===== src/rtl/ecall_io_unit.sv =====
// ecall_io_unit: ecall I/O controller for the single-cycle RISC-V core.
//
// Serves ecall requests from the decoder:
//   op 00 read switches : stall the PC until a debounced press+release of
//                         continue_button, then return the switches captured
//                         at the press for one cycle (io_rvalid)
//   op 01 write hex     : show io_wdata on the display in hex
//   op 10 write decimal : show io_wdata as a signed decimal number (iterative
//                         double-dabble, DATA_W cycles, display updates atomically)
//   op 11 write LEDs    : led <= io_wdata[LED_W-1:0]
//
// Ports:
//   clock, reset               rising-edge clock, asynchronous active-low reset
//   io_req, io_op, io_wdata    request from the decoder (held while stall=1)
//   switches, continue_button  raw board inputs
//   stall                      combinational PC / writeback freeze
//   io_rvalid, io_rdata        read completion strobe and zero-extended data
//   led                        LED register
//   segment_output             active-high segments {g,f,e,d,c,b,a}
//   digit_select_output        one-hot, active-high digit enable
module ecall_io_unit #(
  parameter int DATA_W       = 32,
  parameter int SW_W         = 8,
  parameter int LED_W        = 8,
  parameter int DIGITS       = 8,
  parameter int DEBOUNCE_CYC = 1000000,
  parameter int SCAN_DIV     = 100000
) (
  input  logic                clock,
  input  logic                reset,
  input  logic                io_req,
  input  logic [1:0]          io_op,
  input  logic [DATA_W-1:0]   io_wdata,
  input  logic [SW_W-1:0]     switches,
  input  logic                continue_button,
  output logic                stall,
  output logic                io_rvalid,
  output logic [DATA_W-1:0]   io_rdata,
  output logic [LED_W-1:0]    led,
  output logic [6:0]          segment_output,
  output logic [DIGITS-1:0]   digit_select_output
);

  // Largest magnitude that fits in the DIGITS-1 numeric digits.
  function automatic longint unsigned pow10_m1(input int n);
    longint unsigned p;
    p = 1;
    for (int i = 0; i < n; i++) p = p * 10;
    return p - 1;
  endfunction

  localparam int DB_W   = $clog2(DEBOUNCE_CYC + 1);
  localparam int SCAN_W = $clog2(SCAN_DIV + 1);
  localparam int IDX_W  = $clog2(DIGITS);
  localparam int CNT_W  = $clog2(DATA_W + 1);
  localparam int BCD_W  = (DIGITS - 1) * 4;
  localparam int DISP_W = DIGITS * 4;
  localparam logic [DATA_W-1:0] MAX_MAG = DATA_W'(pow10_m1(DIGITS - 1));

  localparam logic [6:0] GLYPH_DASH  = 7'h40;
  localparam logic [6:0] GLYPH_BLANK = 7'h00;

  typedef enum logic [1:0] {
    OP_READ = 2'b00,
    OP_HEX  = 2'b01,
    OP_DEC  = 2'b10,
    OP_LED  = 2'b11
  } op_e;

  typedef enum logic [1:0] {
    ST_IDLE,
    ST_WAIT_PRESS,
    ST_WAIT_RELEASE,
    ST_DONE
  } state_e;

  function automatic logic [6:0] hex_glyph(input logic [3:0] n);
    logic [6:0] g;
    case (n)
      4'h0: g = 7'h3F;  4'h1: g = 7'h06;  4'h2: g = 7'h5B;  4'h3: g = 7'h4F;
      4'h4: g = 7'h66;  4'h5: g = 7'h6D;  4'h6: g = 7'h7D;  4'h7: g = 7'h07;
      4'h8: g = 7'h7F;  4'h9: g = 7'h6F;  4'hA: g = 7'h77;  4'hB: g = 7'h7C;
      4'hC: g = 7'h39;  4'hD: g = 7'h5E;  4'hE: g = 7'h79;  default: g = 7'h71;
    endcase
    return g;
  endfunction

  // ---------------------------------------------------------------------
  // Button: 2-FF synchroniser, debounce counter, rising-edge press pulse
  // ---------------------------------------------------------------------
  logic            btn_sync1, btn_sync2;
  logic            deb_level;
  logic [DB_W-1:0] deb_cnt;
  logic            press;

  // NOTE: sequential state uses non-blocking (<=) so every register samples
  // the pre-edge values of the others, independent of statement order.
  always_ff @(posedge clock or negedge reset) begin
    if (!reset) begin
      btn_sync1 <= 1'b0;
      btn_sync2 <= 1'b0;
      deb_level <= 1'b0;
      deb_cnt   <= '0;
      press     <= 1'b0;
    end else begin
      btn_sync1 <= continue_button;
      btn_sync2 <= btn_sync1;
      press     <= 1'b0;
      if (btn_sync2 != deb_level) begin
        if (deb_cnt == DB_W'(DEBOUNCE_CYC - 1)) begin
          deb_level <= btn_sync2;
          deb_cnt   <= '0;
          press     <= btn_sync2;
        end else begin
          deb_cnt <= deb_cnt + DB_W'(1);
        end
      end else begin
        deb_cnt <= '0;
      end
    end
  end

  // ---------------------------------------------------------------------
  // Read request FSM
  // ---------------------------------------------------------------------
  state_e          state_q, state_d;
  logic            capture;
  logic [SW_W-1:0] rdata_q;
  logic            is_read, is_hex, is_dec, is_led;
  logic            conv_busy;

  assign is_read = io_req && (io_op == OP_READ);
  assign is_hex  = io_req && (io_op == OP_HEX);
  assign is_dec  = io_req && (io_op == OP_DEC);
  assign is_led  = io_req && (io_op == OP_LED);

  always_ff @(posedge clock or negedge reset) begin
    if (!reset) begin
      state_q <= ST_IDLE;
      rdata_q <= '0;
    end else begin
      state_q <= state_d;
      if (capture) rdata_q <= switches;
    end
  end

  // NOTE: every signal driven here gets a default first so no path through
  // the case leaves it unassigned (which would infer a latch).
  always_comb begin
    state_d = state_q;
    capture = 1'b0;
    unique case (state_q)
      ST_IDLE:         if (is_read) state_d = ST_WAIT_PRESS;
      ST_WAIT_PRESS:   if (press) begin
                         capture = 1'b1;
                         state_d = ST_WAIT_RELEASE;
                       end
      ST_WAIT_RELEASE: if (!deb_level) state_d = ST_DONE;
      ST_DONE:         state_d = ST_IDLE;
      default:         state_d = ST_IDLE;
    endcase
  end

  // Gated by reset so the CPU is released immediately on an abort.
  assign stall = reset && ((is_read && (state_q != ST_DONE)) ||
                           (is_dec && conv_busy));
  assign io_rvalid = (state_q == ST_DONE);
  assign io_rdata  = DATA_W'(rdata_q);

  // ---------------------------------------------------------------------
  // LED register
  // ---------------------------------------------------------------------
  always_ff @(posedge clock or negedge reset) begin
    if (!reset)      led <= '0;
    else if (is_led) led <= io_wdata[LED_W-1:0];
  end

  // ---------------------------------------------------------------------
  // Double-dabble converter: DATA_W shift steps, then one commit cycle
  // ---------------------------------------------------------------------
  logic              dec_go;
  logic [DATA_W-1:0] mag;
  logic [CNT_W-1:0]  conv_cnt;
  logic [DATA_W-1:0] conv_sh;
  logic [BCD_W-1:0]  conv_bcd, bcd_adj;
  logic              conv_neg, conv_ovf;
  logic              conv_done;

  assign dec_go    = is_dec && !conv_busy;
  assign mag       = io_wdata[DATA_W-1] ? (~io_wdata + DATA_W'(1)) : io_wdata;
  assign conv_done = conv_busy && (conv_cnt == CNT_W'(DATA_W));

  // Digits that would overflow on doubling get +3 before the shift. BCD
  // bits shifted out of the top are only non-zero when the value is out of
  // range, which is flagged separately by conv_ovf.
  always_comb begin
    bcd_adj = conv_bcd;
    for (int i = 0; i < DIGITS - 1; i++) begin
      if (conv_bcd[4*i +: 4] >= 4'd5) bcd_adj[4*i +: 4] = conv_bcd[4*i +: 4] + 4'd3;
    end
  end

  always_ff @(posedge clock or negedge reset) begin
    if (!reset) begin
      conv_busy <= 1'b0;
      conv_cnt  <= '0;
      conv_sh   <= '0;
      conv_bcd  <= '0;
      conv_neg  <= 1'b0;
      conv_ovf  <= 1'b0;
    end else if (dec_go) begin
      conv_busy <= 1'b1;
      conv_cnt  <= '0;
      conv_sh   <= mag;
      conv_bcd  <= '0;
      conv_neg  <= io_wdata[DATA_W-1];
      conv_ovf  <= (mag > MAX_MAG);
    end else if (conv_busy) begin
      if (conv_done) begin
        conv_busy <= 1'b0;
      end else begin
        conv_bcd <= {bcd_adj[BCD_W-2:0], conv_sh[DATA_W-1]};
        conv_sh  <= {conv_sh[DATA_W-2:0], 1'b0};
        conv_cnt <= conv_cnt + CNT_W'(1);
      end
    end
  end

  // ---------------------------------------------------------------------
  // Display content; a finishing conversion wins over a same-edge hex write
  // ---------------------------------------------------------------------
  logic [DISP_W-1:0] disp_value;
  logic              disp_hex, disp_neg, disp_ovf;

  always_ff @(posedge clock or negedge reset) begin
    if (!reset) begin
      disp_value <= '0;
      disp_hex   <= 1'b1;
      disp_neg   <= 1'b0;
      disp_ovf   <= 1'b0;
    end else if (conv_done) begin
      disp_value <= {4'h0, conv_bcd};
      disp_hex   <= 1'b0;
      disp_neg   <= conv_neg;
      disp_ovf   <= conv_ovf;
    end else if (is_hex) begin
      disp_value <= io_wdata[DISP_W-1:0];
      disp_hex   <= 1'b1;
    end
  end

  // ---------------------------------------------------------------------
  // Digit scan and glyph selection
  // ---------------------------------------------------------------------
  logic [SCAN_W-1:0] scan_cnt;
  logic [IDX_W-1:0]  digit_idx;

  always_ff @(posedge clock or negedge reset) begin
    if (!reset) begin
      scan_cnt  <= '0;
      digit_idx <= '0;
    end else if (scan_cnt == SCAN_W'(SCAN_DIV - 1)) begin
      scan_cnt  <= '0;
      digit_idx <= (digit_idx == IDX_W'(DIGITS - 1)) ? '0 : digit_idx + IDX_W'(1);
    end else begin
      scan_cnt <= scan_cnt + SCAN_W'(1);
    end
  end

  // Leading-zero blanking: a numeric digit is blank when it and every
  // numeric digit above it are zero; digit 0 is always lit.
  logic [DIGITS-1:0] blank;
  logic              seen_nz;

  always_comb begin
    blank   = '0;
    seen_nz = 1'b0;
    for (int i = DIGITS - 2; i >= 0; i--) begin
      if (disp_value[4*i +: 4] != 4'h0) seen_nz = 1'b1;
      blank[i] = !seen_nz && (i != 0);
    end
  end

  logic [3:0] cur_nib;
  assign cur_nib = disp_value[{digit_idx, 2'b00} +: 4];

  always_comb begin
    segment_output = hex_glyph(cur_nib);
    if (!disp_hex) begin
      if (disp_ovf)                                segment_output = GLYPH_DASH;
      else if (digit_idx == IDX_W'(DIGITS - 1))    segment_output = disp_neg ? GLYPH_DASH : GLYPH_BLANK;
      else if (blank[digit_idx])                   segment_output = GLYPH_BLANK;
    end
  end

  assign digit_select_output = DIGITS'(1) << digit_idx;

endmodule


===== config.mk =====
export PLATFORM = sky130hd
export DESIGN_NAME = ecall_io_unit
export DESIGN_NICKNAME = d
export VERILOG_FILES = /design/src/rtl/ecall_io_unit.sv
export SDC_FILE = /design/constraint.sdc
export NUM_CORES = 1
export LEC_CHECK = 0
export BUFFER_PORTS_ARGS = -buffer_cell sky130_fd_sc_hd__buf_4
export CORE_AREA = 3 3 149 151
export DETAILED_ROUTE_END_ITERATION = 16
export DIE_AREA = 0 0 152 154
export HOLD_SLACK_MARGIN = 0.03
export REMOVE_ABC_BUFFERS = 1
export SETUP_SLACK_MARGIN = 0.02
export SLEW_MARGIN = 30
export SYNTH_ARGS = -nofsm -noshare
export SYNTH_HDL_FRONTEND = slang
export SYNTH_SLANG_ARGS = --single-unit

===== constraint.sdc =====
create_clock -name clock -period 7.1 [get_ports clock]
set_clock_uncertainty 0.2 [all_clocks]
set_input_delay 1.42 -clock clock [delete_from_list [all_inputs] [get_ports clock]]
set_output_delay 1.42 -clock clock [all_outputs]
set_load 0.05 [all_outputs]

== Yosys cells after proc, flatten, opt, wreduce, memory -nomap -nowiden ==
Memories as Yosys holds them, arrays and structs flattened.
Cells that the tools add are included.
Storage, ports and cells
  output and inout bits: 57
  register bits: 166
  memories: 1
  memory bits (read-only): 112
Memory list
  (name not given): depth 16, bits a word 7, rd ports 1, clocked after Yosys merged registers in 0, wr ports 0, line 79  | case (n)
Operators by class
  bitwise operators: 1
  order comparisons: 9
  shift operators: 2
  reductions and logical operators: 30
  eq/ne operators: 16
  muxes and demuxes: 49
  $add $sub $neg: 12
Operators by type and width (number)
  32-bit two-way mux: 6
  28-bit two-way mux: 3
  20-bit two-way mux: 2
  7-bit two-way mux: 5
  32-bit by 1-bit adder with 32-bit output, second input constant: 1
  32-bit by 24-bit greater-than comparator with 1-bit output, second input constant: 1
  32-bit inverter: 1
  32-bit by 6-bit indexed part select with 4-bit output: 1
  4-bit by 3-bit >= comparator with 1-bit output, second input constant: 7
  4-bit by 2-bit adder with 4-bit output, second input constant: 6
  4-bit two-way mux: 6
  4-bit nonzero test: 6
  20-bit by 1-bit adder with 20-bit output, second input constant: 1
  20-bit == test, second input constant: 1
  6-bit two-way mux: 3
  17-bit by 1-bit adder with 17-bit output, second input constant: 1
  17-bit == test, second input constant: 1
  17-bit two-way mux: 1
  1-bit two-way mux: 16
  2-bit != test, second input constant: 5
  1-bit logical AND: 9
  2-bit == test, second input constant: 4
  2-bit case mux with 4 select lines: 1
  1-bit by 3-bit left shift with 8-bit output, first input constant: 1
  17 further kinds: 30

== Logic depth before layout (Yosys ltp) ==
  depth after elaboration: 14
  mapped depth: 11
  gate-level depth less buffers: 10

== Worst setup path before layout ==
OpenSTA, ideal clock, no wires.
  kind: register -> output
  start: register digit_idx[0]
  end: output port segment_output[1]
  arrival time: 2.974 ns
  cell stages (with the launch flop): 6
  data required time: 5.480 ns
  setup slack: 2.506 ns
  cells stage by stage: dfrtp_1 buf_2 mux4_2 mux2i_1 nor2b_1 a211oi_1
Between the ends
  word-level cells in the longest chain between the ends: 6
  elaborated cells between the ends (all ways): 9
RTL lines
  from (decl): line 256  | logic [IDX_W-1:0] digit_idx;
  from (signal assigned): line 264  | digit_idx <= (digit_idx == IDX_W'(DIGITS - 1)) ? '0 : digit_idx + IDX_W'(1);
  32-bit by 6-bit indexed part select with 4-bit output / 1-bit binary-select mux with 3-bit select (equally long branches): line 285, 292
  memory read 16 x 7 bit / 1-bit two-way mux (equally long branches)
  7-bit two-way mux: line 292  | else if (blank[digit_idx]) segment_output = GLYPH_BLANK;
  7-bit two-way mux: line 291  | else if (digit_idx == IDX_W'(DIGITS - 1)) segment_output = disp_neg ? GLYPH_DASH : GLYPH_BLANK;
  7-bit two-way mux: line 290  | if (disp_ovf) segment_output = GLYPH_DASH;
  7-bit two-way mux *: line 289  | if (!disp_hex) begin
  to (decl): line 40  | output logic [6:0] segment_output,
Every way passes the cells marked *; elsewhere a longest branch is shown, timed or not. The select of a mux whose other input is x is not followed.

== Worst setup path in the final report ==
  start: register digit_idx[0]
  end: output port segment_output[0]
Same word-level chain as after synthesis.

==> impl_metrics.tcl <==
set metrics [dict create \
    p_per_area_nw_per_um2 342 \
    first_pass_iters 7 \
    cts_resized 0 \
    outcome "finished clean" \
    vias 7314 \
    drt_wl_total_um 22900 \
    final-seq-area_um2 4160 \
    place_congestion 0.809 \
    leakagePower_nw 4.81 \
    setup_tns_ps 0 \
    holdBufCountCts 0 \
    die_w_um 152 \
    netlist-cell-type-count 74 \
    slew_viol_final 0 \
    mostFrequentLayoutCells "dfrtp_1 (165), o21ai_0 (100), buf_4 (84), nand2_1 (79), nor2_1 (72)" \
    cts_num_sinks 166 \
    fp.dieArea_um2 23400 \
    cts-root-buf "clkbuf_16" \
    syn_area_per_cell_um2 9.79 \
    max_slew_margin_pct 45.7 \
    crit_path_max_incr_delay_ps 680 \
    vias_per_cell 5.54 \
    grt_pass1_vias 7282 \
    drtIter0Drc 506 \
    finalCritPeriodShare_pct 66.9 \
    drive_gt1_share_pct 15.7 \
    crit_type "reg2out" \
    crit_chain "mux4_2, mux2i_1, and2b_1, nor3_1, a221oi_1, nor2_1, buf_4" \
    rsz0062_at_grt "false" \
    fin_ws_ps 2350 \
    cap_violations 0 \
    hp-class "reg2reg" \
    async_flop_share_pct 100 \
    cts_max_path_buffers 2 \
    grt_max_degree 79 \
    worstPathRequired_ps 5480 \
    wl_per_cell_um 17.4 \
    cts_tree "built" \
    clkLatencyLatePin_ps 430 \
    hold_viol_final 0 \
    finalNonFillerCells 1320 \
    drtAntennaViolNets 0 \
    io_buffers 78 \
    die_h_um 154 \
    hpwl_um 15900 \
    postCtsSetupRepairBufs 0 \
    r2r_start "scan_cnt[13]" \
    drc 0 \
    cp_slowest_cell "dfrtp_1" \
    cts_buffers 17 \
    start_util_pct 45.7 \
    yosys_warnings 0 \
    synth_seq_cells 166 \
    yosysSeqAreaShare_pct 43.4 \
    cp.arrival_ps 3130 \
    min_from "btn_sync1" \
    max_freq_mhz 210 \
    clk_pin_slew_worst_paths_ps 70 \
    grtUsageTotal_pct 19.9 \
    n_antenna_cell 0 \
    finalSetupViolations 0 \
    final_common_cell "dfrtp_1" \
    start_kind "register" \
    grt_pass1_wl_um 38400 \
    synthFlopType "dfrtp_1" \
    antenna_found_initial 0 \
    h-tree-depth 4 \
    crit_path_start "digit_idx[0]" \
    postSynthCellCount 978 \
    fillCellCount 1989 \
    overflow 0 \
    ioPinCount 103 \
    fp.coreArea_um2 21000 \
    worstPathMaxFanout 12 \
    end_kind "primary output" \
    num_rows 53 \
    synth_edf_count 0 \
    netlist_area_um2 9570 \
    multi_input_area_um2 4970 \
    ir_drop_uv 174 \
    placedCellCount 1288 \
    preCtsSetupSlack_ps 2600 \
    tightestPinTransition_ps 810 \
    layout_min_cycle_time_ps 4750 \
    syn_to_final_growth_pct 12.9 \
    fin_nets 1115 \
]
[per-layer routing]
metal	share of wire (%)	GRT usage, %	up-vias
met2	49	33.2	140
met3	3.2	3.77	24
met5	0	0	-
met1	47	26.5	3603
met4	1.8	5.74	0
li1	-	-	3547
[flip-flops by register name, summed over array words and instances (netlist names), 2 cells and up]
register,flops
deb_cnt,20
disp_value,32
rdata_q,8
led,8
state_q,2
conv_cnt,6
conv_bcd,28
scan_cnt,17
digit_idx,3
conv_sh,32
[synth_stat cells (2+ instances only)]
cell	number	area share, %
a21oi_1	30	1.6
nor2_1	73	2.9
nand3_1	41	2.1
buf_2	7	0.37
a211oi_1	6	0.47
nor3_4	3	0.51
nor2b_1	13	0.85
a22oi_1	27	2.1
clkbuf_1	35	1.4
buf_6	2	0.24
a221o_1	4	0.42
mux2i_1	36	3.8
or4b_1	2	0.21
or3_1	8	0.52
nor4b_1	2	0.18
nand2_1	79	3.1
buf_4	26	2.0
a32o_1	7	0.73
o21ai_0	100	5.2
ha_1	37	4.8
o41ai_1	4	0.37
buf_1	3	0.12
nand2b_1	12	0.78
o22ai_1	4	0.26
clkinv_1	2	0.078
and3_1	7	0.46
o31ai_1	17	1.3
xor2_1	45	4.1
nor3b_1	3	0.24
dfrtp_1	165	43
nor4_4	2	0.44
xnor2_1	26	2.4
mux2_2	17	2.0
mux4_2	9	2.1
and2_1	9	0.59
nor3_1	13	0.68
a41oi_1	2	0.18
nor4_1	12	0.78
nand3b_1	4	0.31
inv_1	36	1.4
nand4_1	10	0.65
o41ai_2	2	0.34
o2111ai_1	2	0.18
or4_1	4	0.31
[critical path, delay by kind of cell, from the launching register on]
family / cells / cell delay, ps
AOI/OAI and AO/OA: 1 / 200
buffers and inverters: 1 / 210
and+or+nand+nor: 3 / 400
DFF: 1 / 680
muxes: 2 / 1220
[through the flow]
| stage | area (um^2) | util (%) | power, W | hold slack, ps |
|---|---|---|---|---|
| after global routing | 10800 | 51.6 | 0.00396 | 175 |
| final | 10800 | 51.6 | 0.00370 | 160 |
| after CTS | 10800 | 51.5 | 0.00372 | 163 |
| after floorplan | 9260 | - | 0.00238 | 131 |
| after global placement | 10300 | 48.9 | 0.00281 | 144 |
| after detailed placement | 10300 | 48.9 | 0.00283 | 136 |
[power breakdown]
part	leakage [nW]	switching, W	internal, W
logic	2.43	0.000832	0.000512
clock network	0.271	0.000417	0.000457
registers	2.11	0.000258	0.00122
[cell type report]
type | count | share of cell area, %
flip-flops and latches | 166 | 38.5
inverters | 38 | 1.32
clock inverters | 14 | 1.05
clock buffers | 18 | 3.97
multi-input cells | 723 | 46.0
repair buffers | 86 | 6.05
well taps | 275 | 3.18
[logic make-up after synthesis]
family | share of synthesized area [%]
simple gates | 17.2
compound gates | 14.5
flops | 43.4
buf+inv | 5.67
xor+xnor | 6.50
mux | 7.88
fa+ha+maj | 4.84
other cells | 0.0392
[worst paths after layout]
check / cells after the start / endpoint / slack [ps]
max: 7 / segment_output[0] / 2350
min: 0 / btn_sync2 / 160
max reg2reg: 7 / scan_cnt[10] / 4270
min reg2reg: 0 / btn_sync2 / 160
max in group asynchronous: 3 / digit_idx[1] / 4330
min in group asynchronous: 1 / btn_sync2 / 680
Note: power is estimated with default switching activity, not from simulation.
